[config.mk]
export PLATFORM = sky130hd
export DESIGN_NAME = dmem_arbiter_flat
export DESIGN_NICKNAME = d
export VERILOG_FILES = /design/src/rtl/dmem_arbiter_pkg.sv /design/src/rtl/dmem_arbiter_if.sv /design/src/rtl/dmem_arbiter_rr_select.sv /design/src/rtl/dmem_arbiter.sv /design/src/flat_wrapper.sv
export SDC_FILE = /design/constraint.sdc
export NUM_CORES = 1
export LEC_CHECK = 0
export CAP_MARGIN = 20
export CELL_PAD_IN_SITES_DETAIL_PLACEMENT = 1
export CELL_PAD_IN_SITES_GLOBAL_PLACEMENT = 2
export CORE_MARGIN = 3
export CORE_UTILIZATION = 34
export CTS_CLUSTER_DIAMETER = 80
export DETAILED_ROUTE_END_ITERATION = 8
export DONT_BUFFER_PORTS = 1
export GPL_TIMING_DRIVEN = 0
export PLACE_DENSITY_LB_ADDON = 0.1
export SLEW_MARGIN = 20
export SYNTH_ARGS = -nofsm -noshare
export SYNTH_HDL_FRONTEND = slang
export SYNTH_SLANG_ARGS = --single-unit
[constraint.sdc]
create_clock -name clock -period 2.6 [get_ports clock]
set_clock_uncertainty 0.15 [all_clocks]
set_input_delay 0.52 -clock clock [delete_from_list [all_inputs] [get_ports clock]]
set_output_delay 0.52 -clock clock [all_outputs]
set_load 0.005 [all_outputs]
[src/rtl/dmem_arbiter_pkg.sv]
// Shared types for the data-memory arbiter: FSM state encoding and sizing helpers.
package dmem_arbiter_pkg;

    typedef enum logic [1:0] {
        IDLE  = 2'd0,
        ISSUE = 2'd1,
        WAIT  = 2'd2,
        ACK   = 2'd3
    } arb_state_t;

    localparam int MAX_PORTS = 8;
    localparam int CNT_W     = 3;

    // Port-id width; a single bit is kept even when only one id value exists.
    function automatic int id_width(input int n);
        return (n > 1) ? $clog2(n) : 1;
    endfunction

endpackage

[src/rtl/dmem_arbiter_if.sv]
// Requester-side and memory-side buses of the arbiter bundled in one interface.
interface dmem_arbiter_if #(
    parameter int NUM_PORTS = 2,
    parameter int ADDR_W    = 10,
    parameter int DATA_W    = 32
);
    logic [NUM_PORTS-1:0]        req;
    logic [NUM_PORTS-1:0]        req_we;
    logic [NUM_PORTS*ADDR_W-1:0] req_addr;
    logic [NUM_PORTS*DATA_W-1:0] req_wd;
    logic [NUM_PORTS-1:0]        ack;
    logic [DATA_W-1:0]           rd_data;
    logic                        busy;
    logic                        mem_en;
    logic                        mem_we;
    logic [ADDR_W-1:0]           mem_addr;
    logic [DATA_W-1:0]           mem_wd;
    logic [DATA_W-1:0]           mem_rd;

    // master: requesters plus the memory; slave: the arbiter itself
    modport master (
        output req, req_we, req_addr, req_wd, mem_rd,
        input  ack, rd_data, busy, mem_en, mem_we, mem_addr, mem_wd
    );
    modport slave (
        input  req, req_we, req_addr, req_wd, mem_rd,
        output ack, rd_data, busy, mem_en, mem_we, mem_addr, mem_wd
    );
endinterface

[src/rtl/dmem_arbiter_rr_select.sv]
// Round-robin winner select: rotate req by rr_ptr, then take the lowest asserted offset.
module dmem_arbiter_rr_select #(
    parameter int NUM_PORTS = 2,
    parameter int ID_W      = 1
) (
    input  logic [NUM_PORTS-1:0] req_i,
    input  logic [ID_W-1:0]      rr_ptr_i,
    output logic [ID_W-1:0]      winner_o,
    output logic                 any_req_o
);
    logic [ID_W-1:0]      idx_arr [NUM_PORTS];
    logic [NUM_PORTS-1:0] rot;

    for (genvar gi = 0; gi < NUM_PORTS; gi++) begin : g_rot
        logic [ID_W:0] sum;
        logic [ID_W:0] wrapped;
        assign sum          = {1'b0, rr_ptr_i} + (ID_W+1)'(gi);
        assign wrapped      = (sum >= (ID_W+1)'(NUM_PORTS)) ? sum - (ID_W+1)'(NUM_PORTS) : sum;
        assign idx_arr[gi]  = wrapped[ID_W-1:0];
        assign rot[gi]      = req_i[idx_arr[gi]];
    end

    always_comb begin
        winner_o = '0;
        for (int i = NUM_PORTS - 1; i >= 0; i--) begin
            if (rot[i]) winner_o = idx_arr[i];
        end
    end

    assign any_req_o = |req_i;

endmodule

[src/rtl/dmem_arbiter.sv]
// N-port round-robin arbiter sharing one single-ported data memory with a
// req/ack handshake and configurable memory read latency.
module dmem_arbiter
    import dmem_arbiter_pkg::*;
#(
    parameter int NUM_PORTS  = 2,
    parameter int ADDR_W     = 10,
    parameter int DATA_W     = 32,
    parameter int RD_LATENCY = 0
) (
    input  logic           clock,
    input  logic           reset,
    dmem_arbiter_if.slave  bus
);
    localparam int ID_W = id_width(NUM_PORTS);
    localparam logic [CNT_W-1:0] CNT_INIT = (RD_LATENCY > 0) ? CNT_W'(RD_LATENCY - 1) : '0;

    arb_state_t         state_q, state_d;
    logic [ID_W-1:0]    rr_ptr_q, rr_ptr_d;
    logic [ID_W-1:0]    id_q, id_d;
    logic               we_q, we_d;
    logic [ADDR_W-1:0]  addr_q, addr_d;
    logic [DATA_W-1:0]  wd_q, wd_d;
    logic [CNT_W-1:0]   cnt_q, cnt_d;
    logic [DATA_W-1:0]  rdata_q, rdata_d;

    logic [ID_W-1:0]    winner;
    logic               any_req;

    dmem_arbiter_rr_select #(
        .NUM_PORTS (NUM_PORTS),
        .ID_W      (ID_W)
    ) u_rr_select (
        .req_i     (bus.req),
        .rr_ptr_i  (rr_ptr_q),
        .winner_o  (winner),
        .any_req_o (any_req)
    );

    always_ff @(posedge clock or posedge reset) begin
        if (reset) begin
            state_q  <= IDLE;
            rr_ptr_q <= '0;
            id_q     <= '0;
            we_q     <= 1'b0;
            addr_q   <= '0;
            wd_q     <= '0;
            cnt_q    <= '0;
            rdata_q  <= '0;
        end else begin
            state_q  <= state_d;
            rr_ptr_q <= rr_ptr_d;
            id_q     <= id_d;
            we_q     <= we_d;
            addr_q   <= addr_d;
            wd_q     <= wd_d;
            cnt_q    <= cnt_d;
            rdata_q  <= rdata_d;
        end
    end

    always_comb begin
        state_d  = state_q;
        rr_ptr_d = rr_ptr_q;
        id_d     = id_q;
        we_d     = we_q;
        addr_d   = addr_q;
        wd_d     = wd_q;
        cnt_d    = cnt_q;
        rdata_d  = rdata_q;
        case (state_q)
            IDLE: begin
                if (any_req) begin
                    id_d     = winner;
                    we_d     = bus.req_we[winner];
                    addr_d   = bus.req_addr[int'(winner)*ADDR_W +: ADDR_W];
                    wd_d     = bus.req_wd[int'(winner)*DATA_W +: DATA_W];
                    rr_ptr_d = (winner == ID_W'(NUM_PORTS - 1)) ? '0 : winner + 1'b1;
                    state_d  = ISSUE;
                end
            end
            ISSUE: begin
                if (we_q || RD_LATENCY == 0) begin
                    if (!we_q) rdata_d = bus.mem_rd;
                    state_d = ACK;
                end else begin
                    cnt_d   = CNT_INIT;
                    state_d = WAIT;
                end
            end
            WAIT: begin
                if (cnt_q == '0) begin
                    rdata_d = bus.mem_rd;
                    state_d = ACK;
                end else begin
                    cnt_d = cnt_q - 1'b1;
                end
            end
            ACK:     state_d = IDLE;
            default: state_d = IDLE;
        endcase
    end

    // Memory strobes are decoded from state so an async reset kills them at once.
    assign bus.mem_en   = (state_q == ISSUE);
    assign bus.mem_we   = (state_q == ISSUE) && we_q;
    assign bus.mem_addr = addr_q;
    assign bus.mem_wd   = wd_q;
    assign bus.busy     = (state_q != IDLE);
    assign bus.rd_data  = rdata_q;

    for (genvar gi = 0; gi < NUM_PORTS; gi++) begin : g_ack
        assign bus.ack[gi] = (state_q == ACK) && (id_q == ID_W'(gi));
    end

endmodule

[src/flat_wrapper.sv]
// flat-port wrapper written by rule: the top's interface ports become plain ports
module dmem_arbiter_flat import dmem_arbiter_pkg::*;
#(
    parameter int NUM_PORTS  = 2,
    parameter int ADDR_W     = 10,
    parameter int DATA_W     = 32,
    parameter int RD_LATENCY = 0
)
  (clock, reset, bus_req, bus_req_we, bus_req_addr, bus_req_wd, bus_mem_rd, bus_ack, bus_rd_data, bus_busy, bus_mem_en, bus_mem_we, bus_mem_addr, bus_mem_wd);
  dmem_arbiter_if #(.NUM_PORTS(NUM_PORTS), .ADDR_W(ADDR_W), .DATA_W(DATA_W)) bus_i ();
  input  logic clock;
  input  logic reset;
  input wire logic [$bits(bus_i.req)-1:0] bus_req;
  input wire logic [$bits(bus_i.req_we)-1:0] bus_req_we;
  input wire logic [$bits(bus_i.req_addr)-1:0] bus_req_addr;
  input wire logic [$bits(bus_i.req_wd)-1:0] bus_req_wd;
  input wire logic [$bits(bus_i.mem_rd)-1:0] bus_mem_rd;
  output wire logic [$bits(bus_i.ack)-1:0] bus_ack;
  output wire logic [$bits(bus_i.rd_data)-1:0] bus_rd_data;
  output wire logic [$bits(bus_i.busy)-1:0] bus_busy;
  output wire logic [$bits(bus_i.mem_en)-1:0] bus_mem_en;
  output wire logic [$bits(bus_i.mem_we)-1:0] bus_mem_we;
  output wire logic [$bits(bus_i.mem_addr)-1:0] bus_mem_addr;
  output wire logic [$bits(bus_i.mem_wd)-1:0] bus_mem_wd;
  assign bus_i.req = bus_req;
  assign bus_i.req_we = bus_req_we;
  assign bus_i.req_addr = bus_req_addr;
  assign bus_i.req_wd = bus_req_wd;
  assign bus_i.mem_rd = bus_mem_rd;
  assign bus_ack = bus_i.ack;
  assign bus_rd_data = bus_i.rd_data;
  assign bus_busy = bus_i.busy;
  assign bus_mem_en = bus_i.mem_en;
  assign bus_mem_we = bus_i.mem_we;
  assign bus_mem_addr = bus_i.mem_addr;
  assign bus_mem_wd = bus_i.mem_wd;
  dmem_arbiter #(.NUM_PORTS(NUM_PORTS), .ADDR_W(ADDR_W), .DATA_W(DATA_W), .RD_LATENCY(RD_LATENCY)) u_core (.clock(clock), .reset(reset), .bus(bus_i));
endmodule
**Yosys cells after proc, flatten, opt, wreduce, memory -nomap -nowiden**

Cells that the tools add are included.

- Bits in registers: 82
- Word-level logic and storage cells: 58

- Add/sub/neg operators: 5
- $mul: 1
- Magnitude comparators: 5
- Eq/ne operators: 6
- Shifts and indexed selects: 2
- Mux-type cells: 17
- Bitwise logic cells: 2
- Reductions and logical operators: 12

Operator list:

| cell | count |
|---|---|
| two-way mux 32 bit | 2 |
| case mux 32 bit (2 select lines) | 1 |
| indexed part select 64 x 7 -> 32 bit | 1 |
| indexed part select 20 x 32 -> 10 bit | 1 |
| two-way mux 1 bit | 11 |
| case mux 2 bit (4 select lines) | 1 |
| less-than comparator 1 x 2 -> 1 bit (second input constant) | 3 |
| AND reduction 2 bit | 3 |
| == test 2 bit (second input constant) | 2 |
| multiplier 1 x 3 -> 4 bit (second input constant) | 1 |
| two-way mux 2 bit | 2 |
| != test 2 x 1 -> 1 bit (second input constant) | 2 |
| nonzero test 2 bit | 2 |
| logical AND 1 bit | 3 |
| zero test 3 bit | 1 |
| AND reduction 3 bit | 1 |
| subtractor 3 x 1 -> 3 bit (second input constant) | 1 |
| adder 1 x 1 -> 2 bit (second input constant) | 1 |
| == test 2 x 1 -> 1 bit (second input constant) | 1 |
| >= comparator 1 x 2 -> 1 bit (second input constant) | 1 |
| >= comparator 2 bit (second input constant) | 1 |
| zero test 2 bit | 1 |
| != test 2 bit (second input constant) | 1 |
| inverter 1 bit | 2 |
| other kinds (3) | 4 |

**Depth between registers and ports, before layout**

- Depth in word-level cells: 9
- Mapped depth: 7

**Hierarchy**

A second synthesis with hierarchy kept.

- Cells, all modules: 414
- Area, all modules: 4,242.8 um^2

Modules (own cells, without submodules):

| module | instances | cells an instance | area each (um^2) | seq. area each (um^2) |
|---|---|---|---|---|
| dmem_arbiter | 1 | 411 | 4,225.3 | 2,052.0 |
| dmem_arbiter_rr_select | 1 | 3 | 17.5 | 0.0 |

**Least setup slack after synthesis**

OpenSTA, ideal clock, no wires.

- Kind: flip-flop to flip-flop
- From: reg u_core.cnt_q[0]
- To: reg u_core.rdata_q[20], in the netlist u_core.bus.rd_data[20]
- Library setup time: 125 ps
- Arrival time: 1,591 ps
- Required time: 2,325 ps
- Path slack: 734 ps
- Stages on the path, launching flop included: 8
- Buffers on the path: 1
- Clock period less this slack: 1,866 ps
- Cells stage by stage: dfrtp_1 -> inv_1 -> ha_1 -> ha_1 -> nor2b_4 -> nor3_4 -> buf_6 -> mux2_2

- Cells in the longest elaborated chain, start to end: 3

RTL lines:

| item | line | RTL |
|---|---|---|
| start: declaration | dmem_arbiter.sv:24 | `logic [CNT_W-1:0] cnt_q, cnt_d;` |
| start signal: assignment | dmem_arbiter.sv:57 | `cnt_q <= cnt_d;` |
| zero test 3 bit | dmem_arbiter.sv:92 | `if (cnt_q == '0) begin` |
| != test 2 x 1 -> 1 bit (no source line) | n/a |  |
| AND reduction 3 bit (no source line) | n/a |  |
| end signal: assignment | dmem_arbiter.sv:58 | `rdata_q <= rdata_d;` |
| end: declaration | dmem_arbiter.sv:25 | `logic [DATA_W-1:0] rdata_q, rdata_d;` |

Every way passes these cells.
A chain may end at the register's enable or synchronous reset.

**Final worst setup path**

- From: reg u_core.state_q[0]
- To: reg u_core.addr_q[1], in the netlist u_core.bus.mem_addr[1]

- Cells in the longest elaborated chain, start to end: 2

RTL lines:

| item | line | RTL |
|---|---|---|
| start: declaration | dmem_arbiter.sv:18 | `arb_state_t state_q, state_d;` |
| start signal: assignment | dmem_arbiter.sv:51 | `state_q <= state_d;` |
| zero test 2 bit | dmem_arbiter.sv:71 | `case (state_q)` |
| AND reduction 2 bit (no source line) | n/a |  |
| end signal: assignment | dmem_arbiter.sv:55 | `addr_q <= addr_d;` |
| end: declaration | dmem_arbiter.sv:22 | `logic [ADDR_W-1:0] addr_q, addr_d;` |

Every way passes these cells.

==> results by group <==
Critical path
  • Data arrival, critical path: 2.18 ns
  • Setup CP Type: reg -> reg
  • CP required: 2.67 ns
  • Startpoint Class: flop
  • Crit path capture type: flop
  • CP Max Fanout: 10

Place
  • Pre-CTS WS: 0.449 ns
  • HPWL after DPL: 6910 um
  • Placement Cell Area: 3680 um2
  • PortBufs: 0
  • Gpl congestion: 0.718

STA
  • Final WS setup: 0.498 ns
  • Period utilisation layout: 0.808
  • Fmax: 476 MHz
  • Hold Fails Final Rpt: 0
  • Slew HR: 0.558
  • Post-route minimum period: 2.10 ns
  • Setup violators final: 0
  • Min Hold Slack: 0.152 ns
  • Fin. max-slew vios: 0
  • Worst-margin pin slew: 0.661 ns
  • Setup_tns: 0 ns
  • RSZ-0062 raised after global routing: no

Pwr
  • Worst vdd ir: 0.377 mV
  • Clock network power share: 0.191
  • Sw Ratio: 0.339
  • Power per cell area: 1300 nW/um2
  • Leakage: 1.66 nW
  • Combinational group share of total power: 0.337
  • Flop pwr share: 0.472
  • NetSw: 1.72 mW
  • Pint: 3.35 mW

Clocking
  • Setup Fix Bufs, Post-CTS: 0
  • Worst-path clk slew: 0.09 ns
  • Root Buffer Master: clkbuf_8
  • Latest clock arrival within the worst-skew pair: 0.35 ns
  • H-tree level count: 3
  • Sinks on Clock Net: 82
  • CTS tree: yes
  • Inserted Clock Buffers: 9
  • Post-CTS Hold Fix Bufs: 1
  • CTS max path bufs: 2
  • CTS-repair resized insts: 0

Finish
  • Finished Core Util: 0.395
  • Ant diodes: 0
  • Final instance area: 3890 um2
  • # fillers: 1,035
  • Area of the multi-input gates: 1300 um2
  • Share of cells above drive strength 1: 0.240
  • FF+latch area: 2050 um2
  • Area growth syn-to-layout: 12.2%
  • Nets: 394

Floorplan
  • Initial Util: 0.352
  • IO Count: 201
  • Die area: 11,500 um2
  • Core outline area: 9860 um2
  • Die Ht: 107 um
  • Row cnt: 36
  • Chip Width: 107 um

Status
  • Status: finished, final reports clean

Yosys
  • Register bit total from synthesis: 82
  • Synthesized net count: 380
  • Netlist cell types: 24
  • Synth Instances: 252
  • Syn Area/Cell: 13.8 um2
  • Mapped Area: 3470 um2
  • Sequential fraction of the synthesis area: 0.591
  • Synth Warn #: 0

Routing
  • Vias per cell: 5.55
  • Wire length per cell: 22.9 um
  • Wirelength, routed: 9260 um
  • Post-route ant nets: 0
  • Via count: 2,243
  • Initial drt markers: 92
  • Post-route DRC: 0
  • 1st-pass router iterations: 4

Worst hold path
  • Hold Crit Class: in -> reg

GRT
  • Largest net degree at the start of global routing: 31
  • Vias in the first global route: 2,480
  • First-pass GRT wire length: 14,300 um
  • Initial antenna violation count: 0
  • Total track usage: 0.163
  • Gr ovfl total: 0

Flow run
  • Maxcap violations: 0
## stage by stage
step / std cells / power, mW
5_1_grt: 404 / 5.45
3_3_place_gp: 385 / 4.10
2_1_floorplan: 252 / 3.68
4_1_cts: 404 / 5.16
6_report: 404 / 5.07
3_5_place_dp: 387 / 4.18
## power groups by stage
stage / Combinational, mW / Clock, mW / Sequential (mW)
after detailed placement: 1.74 / 0 / 2.44
after floorplan: 1.43 / 0 / 2.24
after CTS: 1.75 / 0.996 / 2.42
after global placement: 1.67 / 0 / 2.43
final: 1.71 / 0.967 / 2.39
after global routing: 1.91 / 1.06 / 2.48
## path summary, 6_finish.rpt
| path | from | end | slack, ns | cells after the start |
|---|---|---|---|---|
| worst max-delay path | u_core.state_q[0] | u_core.bus.mem_addr[1] | 0.50 | 6 |
| worst min-delay path | bus_mem_rd[25] | u_core.bus.rd_data[25] | 0.15 | 1 |
| worst max register to register | u_core.state_q[0] | u_core.bus.mem_addr[1] | 0.50 | 6 |
| worst min register to register | u_core.cnt_q[2] | u_core.cnt_q[2] | 0.34 | 2 |
| max in group asynchronous | reset | u_core.bus.mem_addr[2] | 1.14 | 3 |
| min in group asynchronous | reset | u_core.bus.rd_data[19] | 0.59 | 2 |
## worst max-delay path, stage by stage (launching register included)
cell	delay [ns]
dfrtp_1	0.41
inv_1	0.12
ha_1	0.28
o21ai_2	0.18
clkbuf_1	0.32
and2_0	0.26
a221o_1	0.27
## state kept, by name (all words and copies together) (netlist names)
signal / count
u_core.bus.mem_addr: 10
u_core.bus.mem_wd: 32
u_core.bus.rd_data: 32
u_core.cnt_q: 3
u_core.id_q: 1
u_core.rr_ptr_q: 1
u_core.state_q: 2
u_core.we_q: 1
## area by class of cell
cell class / instances / area share
Inverter: 8 / 0.00868
Multi-Input combinational cell: 147 / 0.334
Clock buffer: 11 / 0.0363
Sequential cell: 82 / 0.527
Timing Repair Buffer: 3 / 0.0129
Buffer: 15 / 0.0228
Tap cell: 133 / 0.0427
Clock inverter: 5 / 0.0161
## layout by cell type (no fill, tap or decap), types with 2 or more instances in the layout
master and count:
dfrtp_1 82, a221o_1 43, and2_0 41, mux2_2 31, clkbuf_8 10, buf_2 8, inv_1 7, ha_1 6
clkbuf_1 5, nand2_1 4, and2_1 4, buf_6 3, clkinvlp_4 3, a21oi_2 2, o21ai_0 2, nor2_1 2
mux2_1 2, a21o_1 2, buf_12 2
## synthesized netlist by cell type (all sizes together)
| cell type | number | area share |
|---|---|---|
| dfrtp | 82 | 0.59 |
| and2 | 45 | 0.081 |
| a221o | 43 | 0.12 |
| mux2 | 33 | 0.11 |
| buf | 11 | 0.021 |
| inv | 8 | 0.0087 |
| ha | 6 | 0.022 |
| clkbuf | 4 | 0.0043 |
| nand2 | 4 | 0.0043 |
| a21oi | 3 | 0.0065 |
| o21ai | 3 | 0.0054 |
| a21o | 2 | 0.0043 |
| nor2 | 2 | 0.0022 |
| nor2b | 2 | 0.0058 |
| mux2i | 1 | 0.0029 |
| nand2b | 1 | 0.0018 |
| nor3 | 1 | 0.0047 |
| xnor2 | 1 | 0.0025 |
## routing by layer
metal | part of all wire | up-vias | wire [um] | GRT usage
li1 | - | 952 | - | -
met1 | 0.40 | 1142 | 3750 | 0.198
met2 | 0.48 | 139 | 4430 | 0.264
met3 | 0.11 | 10 | 977 | 0.0662
met4 | 0.011 | 0 | 105 | 0.0521
met5 | 0 | - | 0 | 0
## cell families after synthesis
| group | share of synthesized area |
|---|---|
| compound gates | 0.140 |
| mux | 0.110 |
| flops | 0.591 |
| fa+ha+maj | 0.0216 |
| buf+inv | 0.0343 |
| xor+xnor | 0.00252 |
| simple gates | 0.0999 |
Note: power is estimated with default switching activity, not from simulation.
